--- src/rtl/ascon_word_packer.sv ---
// ascon_word_packer
// Packs pairs of bus words into Ascon blocks and buffers them in a small FIFO.
// The first word of a block lands in the MSBs (big-endian block order). A word
// flagged as last while no half block is held is padded with zeros in the LSBs.
//
// Ports:
//   clk            system clock, rising edge
//   rst            synchronous active-high reset
//   clear_i        synchronous flush of the half block and all FIFO entries
//   word_i         bus word (WORD_WIDTH)
//   word_last_i    word_i is the final word of the message
//   word_valid_i   word_i / word_last_i valid
//   word_ready_o   packer accepts a word this cycle (level_o < DEPTH)
//   block_o        FIFO head block (BLOCK_WIDTH)
//   block_valid_o  block_o valid (level_o != 0)
//   block_ready_i  consumer takes block_o
//   level_o        occupied FIFO entries
//
// Build option:
//   ASCON_PACKER_BYTESWAP_EN  byte-reverse each accepted word before storage
//                             (little-endian bus to Ascon big-endian order).
module ascon_word_packer #(
  parameter int WORD_WIDTH  = 32,
  parameter int BLOCK_WIDTH = 64,
  parameter int DEPTH       = 2
) (
  input  logic                       clk,
  input  logic                       rst,
  input  logic                       clear_i,
  input  logic [WORD_WIDTH-1:0]      word_i,
  input  logic                       word_last_i,
  input  logic                       word_valid_i,
  output logic                       word_ready_o,
  output logic [BLOCK_WIDTH-1:0]     block_o,
  output logic                       block_valid_o,
  input  logic                       block_ready_i,
  output logic [$clog2(DEPTH):0]     level_o
);

  localparam int PTR_W = $clog2(DEPTH);
  localparam int LVL_W = PTR_W + 1;
  localparam logic [LVL_W-1:0] FULL_LVL = LVL_W'(DEPTH);

  typedef enum logic [0:0] {
    ST_EMPTY = 1'b0,
    ST_HALF  = 1'b1
  } state_e;

  state_e                  state_q, state_d;
  logic [WORD_WIDTH-1:0]   held_q, held_d;
  logic [PTR_W-1:0]        wr_ptr_q, wr_ptr_d;
  logic [PTR_W-1:0]        rd_ptr_q, rd_ptr_d;
  logic [LVL_W-1:0]        level_q, level_d;
  logic [BLOCK_WIDTH-1:0]  mem_q [DEPTH];

  logic                    accept_s;
  logic                    push_s;
  logic                    pop_s;
  logic [BLOCK_WIDTH-1:0]  push_block_s;
  logic [WORD_WIDTH-1:0]   word_store_s;

`ifdef ASCON_PACKER_BYTESWAP_EN
  // Reverse byte order of one bus word.
  function automatic logic [WORD_WIDTH-1:0] byte_swap(input logic [WORD_WIDTH-1:0] w);
    logic [WORD_WIDTH-1:0] r;
    r = '0;
    for (int b = 0; b < WORD_WIDTH / 8; b++) begin
      r[8*b +: 8] = w[WORD_WIDTH-8-8*b +: 8];
    end
    return r;
  endfunction

  assign word_store_s = byte_swap(word_i);
`else
  assign word_store_s = word_i;
`endif

  // Ready and valid come straight from the level register, so there is no
  // combinational path from block_ready_i to word_ready_o.
  assign word_ready_o  = (level_q != FULL_LVL);
  assign block_valid_o = (level_q != {LVL_W{1'b0}});
  assign block_o       = mem_q[rd_ptr_q];
  assign level_o       = level_q;

  // Handshake decode, block assembly and next-state computation.
  always_comb begin
    state_d      = state_q;
    held_d       = held_q;
    wr_ptr_d     = wr_ptr_q;
    rd_ptr_d     = rd_ptr_q;
    level_d      = level_q;
    push_s       = 1'b0;
    push_block_s = {BLOCK_WIDTH{1'b0}};
    accept_s     = word_valid_i & word_ready_o;
    pop_s        = block_valid_o & block_ready_i;

    if (clear_i) begin
      // Flush wins over any handshake in the same cycle.
      accept_s = 1'b0;
      pop_s    = 1'b0;
      state_d  = ST_EMPTY;
      wr_ptr_d = {PTR_W{1'b0}};
      rd_ptr_d = {PTR_W{1'b0}};
      level_d  = {LVL_W{1'b0}};
    end else begin
      if (accept_s) begin
        case (state_q)
          ST_EMPTY: begin
            if (word_last_i) begin
              push_s       = 1'b1;
              push_block_s = {word_store_s, {WORD_WIDTH{1'b0}}};
              state_d      = ST_EMPTY;
            end else begin
              held_d  = word_store_s;
              state_d = ST_HALF;
            end
          end
          ST_HALF: begin
            push_s       = 1'b1;
            push_block_s = {held_q, word_store_s};
            state_d      = ST_EMPTY;
          end
          default: begin
            state_d = ST_EMPTY;
          end
        endcase
      end else begin
        state_d = state_q;
      end

      if (push_s) begin
        wr_ptr_d = wr_ptr_q + PTR_W'(1);
      end else begin
        wr_ptr_d = wr_ptr_q;
      end

      if (pop_s) begin
        rd_ptr_d = rd_ptr_q + PTR_W'(1);
      end else begin
        rd_ptr_d = rd_ptr_q;
      end

      case ({push_s, pop_s})
        2'b10:   level_d = level_q + LVL_W'(1);
        2'b01:   level_d = level_q - LVL_W'(1);
        default: level_d = level_q;
      endcase
    end
  end

  // Assembler FSM, held word, pointers and occupancy.
  always_ff @(posedge clk) begin
    if (rst) begin
      state_q  <= ST_EMPTY;
      held_q   <= {WORD_WIDTH{1'b0}};
      wr_ptr_q <= {PTR_W{1'b0}};
      rd_ptr_q <= {PTR_W{1'b0}};
      level_q  <= {LVL_W{1'b0}};
    end else begin
      state_q  <= state_d;
      held_q   <= held_d;
      wr_ptr_q <= wr_ptr_d;
      rd_ptr_q <= rd_ptr_d;
      level_q  <= level_d;
    end
  end

  // FIFO storage; zeroed on reset so block_o is never X.
  always_ff @(posedge clk) begin
    if (rst) begin
      for (int i = 0; i < DEPTH; i++) begin
        mem_q[i] <= {BLOCK_WIDTH{1'b0}};
      end
    end else if (push_s) begin
      mem_q[wr_ptr_q] <= push_block_s;
    end
  end

endmodule

--- config.mk ---
export PLATFORM = sky130hd
export DESIGN_NAME = ascon_word_packer
export DESIGN_NICKNAME = d
export VERILOG_FILES = /design/src/rtl/ascon_word_packer.sv
export SDC_FILE = /design/constraint.sdc
export NUM_CORES = 1
export LEC_CHECK = 0
export CAP_MARGIN = 0
export CORE_UTILIZATION = 30
export CTS_CLUSTER_SIZE = 40
export DETAILED_ROUTE_END_ITERATION = 12
export PLACE_DENSITY_LB_ADDON = 0.3
export SLEW_MARGIN = 20
export SYNTH_ARGS = -nofsm -noshare
export SYNTH_HDL_FRONTEND = slang
export SYNTH_SLANG_ARGS = --single-unit
--- constraint.sdc ---
create_clock -name clk -period 4 [get_ports clk]
set_input_delay 0.8 -clock clk [delete_from_list [all_inputs] [get_ports clk]]
set_output_delay 0.8 -clock clk [all_outputs]
set_load 0.1 [all_outputs]
## Yosys cells after proc, flatten, opt, wreduce, memory -nomap -nowiden

Memory sizes are Yosys's and may differ from the RTL's. A register that Yosys moved wholly into a read port is not among the register bits.
Cells that the tools add are included.

- Bits in registers: 37
- RAM bits: 128
- Memories: 1

Memory list:

| name | depth | bits a word | read ports | clocked after memory_dff | write ports | line | source |
|---|---|---|---|---|---|---|---|
| mem_q | 2 | 64 | 1 | 1 | 2 | 54 | `logic [BLOCK_WIDTH-1:0] mem_q [DEPTH];` |

- Add/subtract/negate cells: 4
- Eq/ne operators: 3
- Mux-type cells: 22
- Bitwise logic cells: 5
- Reduce and logical (&&, ||, !) cells: 5

Operators with widths:

| cell | count |
|---|---|
| 64-bit 2-to-1 mux | 4 |
| 64-bit case mux with 2 select lines | 1 |
| 64-bit OR reduction | 1 |
| 1-bit 2-to-1 mux | 14 |
| 1-bit case mux with 2 select lines | 2 |
| 2-bit case mux with 2 select lines | 1 |
| 4-bit AND reduction | 1 |
| 2-bit nonzero test | 2 |
| 1-bit inverter | 3 |
| 1-bit adder (second input constant) | 2 |
| 2-bit by 1-bit adder with 2-bit output (second input constant) | 1 |
| 1-bit bitwise AND | 2 |
| 2-bit by 1-bit equality test with 1-bit output (second input constant) | 1 |
| 2-bit equality test (second input constant) | 1 |
| 2-bit != test (second input constant) | 1 |
| 2-bit OR reduction | 1 |
| 2-bit by 1-bit subtractor with 2-bit output (second input constant) | 1 |

## Logic depth before layout (Yosys ltp)

- Word-level depth: 10
- Depth in mapped cells: 8
- Mapped depth without buffers: 7

## Worst setup path before layout

No wires, ideal clock.

- Path type: register to register
- Start point: register level_q[0], in the netlist level_o[0]
- End point: memory mem_q[0][0] (enable)
- Library setup time: 0.433 ns
- Arrival: 3.874 ns
- Data required time: 3.567 ns
- Slack: -0.306 ns
- Stages on the path, launching flop included: 6
- Cell sequence: dfxtp_1 -> nor2b_1 -> buf_2 -> inv_1 -> nand4b_1 -> nand2b_1

RTL lines:

| item | line | source |
|---|---|---|
| start: declaration | 53 | `logic [LVL_W-1:0] level_q, level_d;` |
| start signal: assignment | 158 | `level_q <= {LVL_W{1'b0}};` |
| start signal: assignment | 164 | `level_q <= level_d;` |
| end: declaration | 54 |  |

## Worst setup path after layout

- Start point: register level_q[1], in the netlist level_o[1]
- End point: output port word_ready_o

- Word-level cells in the longest chain between the ends: 1

RTL lines:

| item | line | source |
|---|---|---|
| 2-bit != test | 80 | `assign word_ready_o = (level_q != FULL_LVL);` |
| end: declaration | 33 | `output logic word_ready_o,` |

Every way passes these cells.

==> report_table.html <==
<table>
<tr><th>Metric</th><th>Value</th></tr>
<tr><th colspan="2">Setup path</th></tr>
<tr><td>Largest delay contributor family on the critical path</td><td>buffers and inverters</td></tr>
<tr><td>Critical R2R Launch</td><td>wr_ptr_q</td></tr>
<tr><td>Critical Path, Cell by Cell</td><td>nor2b_1 &gt; inv_1 &gt; clkdlybuf4s50_1</td></tr>
<tr><td>Critical path buffers and inverters</td><td>2</td></tr>
<tr><td>Critical Path Max Stage Delay</td><td>1020 ps</td></tr>
<tr><td>Register-to-register setup slack</td><td>1610 ps</td></tr>
<tr><td>Maximum fanout encountered on the critical timing path</td><td>7</td></tr>
<tr><td>Arrival time reported for the critical path endpoint</td><td>2700 ps</td></tr>
<tr><td>Critical path type</td><td>reg -&gt; out</td></tr>
<tr><td>Cell at the slowest stage of the critical path</td><td>sky130_fd_sc_hd__clkdlybuf4s50_1</td></tr>
<tr><td>Data required time at the worst endpoint</td><td>3200 ps</td></tr>
<tr><td>Logic depth of the worst register-to-register path</td><td>4</td></tr>
<tr><td>CP endpoint kind</td><td>output pin</td></tr>
<tr><td>Endpoint of the lowest-slack register-to-register path</td><td>mem_q[1][25]</td></tr>
<tr><td>Type of origin of the critical path</td><td>flip-flop</td></tr>
<tr><td>Launch point of the worst path</td><td>level_o[1]</td></tr>
<tr><th colspan="2">STA</th></tr>
<tr><td>Tcrit/Tclk final</td><td>87.6%</td></tr>
<tr><td>Final critical-path setup slack</td><td>496 ps</td></tr>
<tr><td>Hold violation total from the final report</td><td>0</td></tr>
<tr><td>Count of final setup violators</td><td>0</td></tr>
<tr><td>Maximum operating frequency</td><td>285 MHz</td></tr>
<tr><td>Worst-margin pin slew</td><td>972 ps</td></tr>
<tr><td>Max Slew Vio Count</td><td>0</td></tr>
<tr><td>Final total negative setup slack</td><td>0 ps</td></tr>
<tr><td>Minimum clock period</td><td>3500 ps</td></tr>
<tr><td>Max-slew headroom</td><td>a little over a third</td></tr>
<tr><td>Post-Route Skew</td><td>between 10 and 15 ps</td></tr>
<tr><td>RSZ-0062 raised after global routing</td><td>false</td></tr>
<tr><th colspan="2">Synthesis</th></tr>
<tr><td>Share of flip-flops with an asynchronous set or reset after synthesis</td><td>0%</td></tr>
<tr><td>Syn Nets</td><td>between 600 and 700</td></tr>
<tr><td>Proportion of synthesized chip area in sequential cells</td><td>61.3%</td></tr>
<tr><td>Dominant cells by area after synthesis</td><td>sky130_fd_sc_hd__edfxtp_1, sky130_fd_sc_hd__dfxtp_1, sky130_fd_sc_hd__mux2_2</td></tr>
<tr><td>Synth top area share</td><td>51.1%</td></tr>
<tr><td>Mean Syn Cell Area</td><td>12.7 sq um</td></tr>
<tr><td>Dominant cell type by area after synthesis</td><td>sky130_fd_sc_hd__edfxtp_1</td></tr>
<tr><td>Number of flops mapped to enable cells by yosys</td><td>between 100 and 150</td></tr>
<tr><td>Synth Flop Type</td><td>sky130_fd_sc_hd__edfxtp_1</td></tr>
<tr><td>Distinct cells, synth</td><td>31</td></tr>
<tr><td>Gate count of the mapped netlist</td><td>about 600</td></tr>
<tr><td>Number of synthesized register bits</td><td>roughly 170</td></tr>
<tr><td>Synthesized cell area</td><td>~0.0075 sq mm</td></tr>
<tr><td>Count of warnings emitted by yosys</td><td>0</td></tr>
<tr><th colspan="2">Drt</th></tr>
<tr><td>Routed vias</td><td>4,771</td></tr>
<tr><td>First-pass detailed-route iteration total</td><td>4</td></tr>
<tr><td>Via-per-instance ratio</td><td>around 4.7</td></tr>
<tr><td>Number of violations reported at the end of detailed-routing iteration 0</td><td>310</td></tr>
<tr><td>Antenna Nets Post-Route</td><td>0</td></tr>
<tr><td>DRC violation count after routing</td><td>0</td></tr>
<tr><td>Detailed-route wire length</td><td>18,100 microns</td></tr>
<tr><td>Post-DR wirelength/cell</td><td>17.7 microns</td></tr>
<tr><th colspan="2">Power</th></tr>
<tr><td>Sw Pwr</td><td>0.00111 W</td></tr>
<tr><td>Cell leakage power</td><td>3.40 nW</td></tr>
<tr><td>Ratio of total power to cell area</td><td>439 mW/mm^2</td></tr>
<tr><td>Clock network fraction of total power</td><td>38.9%</td></tr>
<tr><td>Worst supply voltage drop on vdd</td><td>between 0.00015 and 0.0002 V</td></tr>
<tr><td>Sw Ratio</td><td>27.2%</td></tr>
<tr><td>Proportion of power drawn by combinational gates</td><td>~14%</td></tr>
<tr><td>Internal cell power</td><td>0.00298 W</td></tr>
<tr><td>Sequential Power Share</td><td>47.4%</td></tr>
<tr><th colspan="2">Status</th></tr>
<tr><td>Result of the run</td><td>finished, final reports clean</td></tr>
<tr><th colspan="2">Min path</th></tr>
<tr><td>Min-Delay Endpoint</td><td>held_q[18]</td></tr>
<tr><td>Cell depth of the worst min-delay path</td><td>2</td></tr>
<tr><td>Hold Path Class</td><td>reg -&gt; reg</td></tr>
<tr><td>Startpoint of the tightest hold check path</td><td>held_q[18]</td></tr>
<tr><th colspan="2">Clocking</th></tr>
<tr><td>Number of post-CTS setup repair buffers</td><td>0</td></tr>
<tr><td>Root buffer cell</td><td>sky130_fd_sc_hd__clkbuf_16</td></tr>
<tr><td>CTS Hold Buffers Added</td><td>0</td></tr>
<tr><td>Total CTS buffers</td><td>17</td></tr>
<tr><td>Clock-pin transition on the worst setup and hold timing paths</td><td>about 70 ps</td></tr>
<tr><td>CTS-repair resized insts</td><td>0</td></tr>
<tr><td>Clock Sinks</td><td>166</td></tr>
<tr><td>Later-pin clock latency in the skew report</td><td>roughly 430 ps</td></tr>
<tr><td>Clock Tree Buf Depth</td><td>2</td></tr>
<tr><td>Clock tree from TritonCTS</td><td>done</td></tr>
<tr><td>CTS H-tree depth</td><td>4</td></tr>
<tr><th colspan="2">Die</th></tr>
<tr><td>Rows</td><td>57</td></tr>
<tr><td>Placeable core area</td><td>0.0245 sq mm</td></tr>
<tr><td>Effective utilization at floorplan</td><td>a little under a third</td></tr>
<tr><td>I/O pin count</td><td>106</td></tr>
<tr><td>Height of the die</td><td>around 160 microns</td></tr>
<tr><td>Horiz. Die Dim</td><td>160 microns</td></tr>
<tr><td>Total Die Area</td><td>0.0257 sq mm</td></tr>
<tr><th colspan="2">Place</th></tr>
<tr><td>Worst slack, placed</td><td>roughly 650 ps</td></tr>
<tr><td>Detailed placer's ending HPWL</td><td>11,300 microns</td></tr>
<tr><td>Number of port buffers</td><td>between 100 and 150</td></tr>
<tr><td>RePlAce Congestion</td><td>0.709</td></tr>
<tr><th colspan="2">Final layout</th></tr>
<tr><td>Final net count</td><td>between 700 and 800</td></tr>
<tr><td>Layout overhead on the synthesized area</td><td>24.0%</td></tr>
<tr><td>Layout cell share with drive strength beyond 1</td><td>25.6%</td></tr>
<tr><th colspan="2">Run</th></tr>
<tr><td>Max cap viols</td><td>0</td></tr>
<tr><th colspan="2">Global routing</th></tr>
<tr><td>Total congestion overflow</td><td>0</td></tr>
<tr><td>Wire length of the first global-routing pass</td><td>28,000 microns</td></tr>
<tr><td>Total track usage</td><td>14.5%</td></tr>
<tr><td>Antenna violations before repair</td><td>1</td></tr>
<tr><td>Pin count of the biggest net entering global routing</td><td>69</td></tr>
<tr><td>Number of global-route vias before repair</td><td>5,018</td></tr>
</table>
## cell usage after synthesis, types with 2 or more instances
cell	number
sky130_fd_sc_hd__a21oi_1	2
sky130_fd_sc_hd__a31oi_1	32
sky130_fd_sc_hd__and2_1	96
sky130_fd_sc_hd__buf_2	4
sky130_fd_sc_hd__buf_4	3
sky130_fd_sc_hd__buf_6	3
sky130_fd_sc_hd__clkbuf_1	32
sky130_fd_sc_hd__dfxtp_1	38
sky130_fd_sc_hd__edfxtp_1	128
sky130_fd_sc_hd__inv_1	3
sky130_fd_sc_hd__mux2_2	64
sky130_fd_sc_hd__mux2i_1	32
sky130_fd_sc_hd__nand2b_1	67
sky130_fd_sc_hd__nor2_1	68
sky130_fd_sc_hd__nor3_1	2
sky130_fd_sc_hd__o21ai_0	3
sky130_fd_sc_hd__or2_2	2
sky130_fd_sc_hd__xnor2_1	2
## worst min-delay path: stages, from the launching register on
cell and delay, ps:
sky130_fd_sc_hd__dfxtp_1 310, sky130_fd_sc_hd__nand2b_1 60, sky130_fd_sc_hd__mux2i_1 50
## power groups by stage
| stage | logic (W) | registers, W | clock network (W) |
|---|---|---|---|
| 4_1_cts | 0.000569 | 0.00194 | 0.00161 |
| 6_report | 0.000563 | 0.00194 | 0.00159 |
| 2_1_floorplan | 0.000406 | 0.00197 | 0 |
| 5_1_grt | 0.000588 | 0.00195 | 0.00167 |
| 3_5_place_dp | 0.000567 | 0.00198 | 0 |
| 3_3_place_gp | 0.000562 | 0.00197 | 0 |
## cells in the final DEF (no fill, tap or decap), types with 3 or more instances in the layout
| cell type | instances |
|---|---|
| sky130_fd_sc_hd__mux2_2 | 64 |
| sky130_fd_sc_hd__clkdlybuf4s50_1 | 39 |
| sky130_fd_sc_hd__a31oi_1 | 32 |
| sky130_fd_sc_hd__edfxtp_1 | 128 |
| sky130_fd_sc_hd__inv_1 | 3 |
| sky130_fd_sc_hd__o21ai_0 | 3 |
| sky130_fd_sc_hd__and2_1 | 96 |
| sky130_fd_sc_hd__clkinvlp_4 | 3 |
| sky130_fd_sc_hd__clkinv_2 | 3 |
| sky130_fd_sc_hd__mux2i_1 | 32 |
| sky130_fd_sc_hd__nor2_1 | 68 |
| sky130_fd_sc_hd__nand2b_1 | 65 |
| sky130_fd_sc_hd__clkbuf_16 | 17 |
| sky130_fd_sc_hd__dfxtp_1 | 37 |
| sky130_fd_sc_hd__buf_4 | 73 |
## area by class of cell
| type | instances | area [sq um] |
|---|---|---|
| flip-flops and latches | 166 | 4610 |
| well taps | 324 | 405 |
| diodes | 1 | 2.50 |
| fillers | 2340 | 15100 |
| multi-input cells | 382 | 2740 |
| inverters | 4 | 15.0 |
| repair buffers | 116 | 988 |
| clock buffers | 19 | 433 |
| clock inverters | 13 | 131 |
## registers in the layout (all words and copies together), names as in the netlist, named ones only
| signal | cells |
|---|---|
| wr_ptr_q | 1 |
| held_q | 32 |
| level_o | 2 |
| rd_ptr_q | 1 |
| mem_q | 128 |
| state_q | 1 |
## how the worst max path moves through the flow
stage / cells after the start / to / slack [ps]
detailed placement: 5 / mem_q[1][25] / 650
finish: 3 / word_ready_o / 500
floorplan: 5 / mem_q[1][0] / 160
global route: 3 / word_ready_o / 380
CTS: 3 / word_ready_o / 470
global placement: 5 / mem_q[1][26] / 670
## through the flow
| step | hold WS (ps) | cells | util [%] | instance area, sq um | total power [W] |
|---|---|---|---|---|---|
| after global routing | 485 | 1024 | 38.1 | 9320 | 0.00421 |
| after floorplan | 444 | 594 | - | 7520 | 0.00238 |
| after CTS | 473 | 1024 | 38.1 | 9320 | 0.00412 |
| after global placement | 453 | 992 | 35.8 | 8750 | 0.00254 |
| after detailed placement | 457 | 992 | 35.8 | 8750 | 0.00254 |
| final | 471 | 1025 | 38.1 | 9320 | 0.00409 |
## routing by layer
| layer | track usage (%) | vias to the layer above | share of wire, % |
|---|---|---|---|
| met1 | 18.5 | 2351 | 45 |
| met3 | 3.07 | 25 | 4.4 |
| met4 | 6.19 | 0 | 2.4 |
| met5 | 0 | - | 0 |
| li1 | - | 2264 | - |
| met2 | 23.7 | 131 | 49 |
## logic make-up after synthesis
| logic type | after synthesis | share of synthesized area, % |
|---|---|---|
| AO/OA/AOI/OAI | 38 | 3.10 |
| XOR/XNOR | 3 | 0.350 |
| adder cells (fa/ha/maj) | 1 | 0.166 |
| buffers and inverters | 46 | 2.81 |
| flip-flops | 166 | 61.3 |
| multiplexers | 96 | 13.8 |
| AND/OR/NAND/NOR | 244 | 18.5 |
Power figures use the tool's default switching activity.
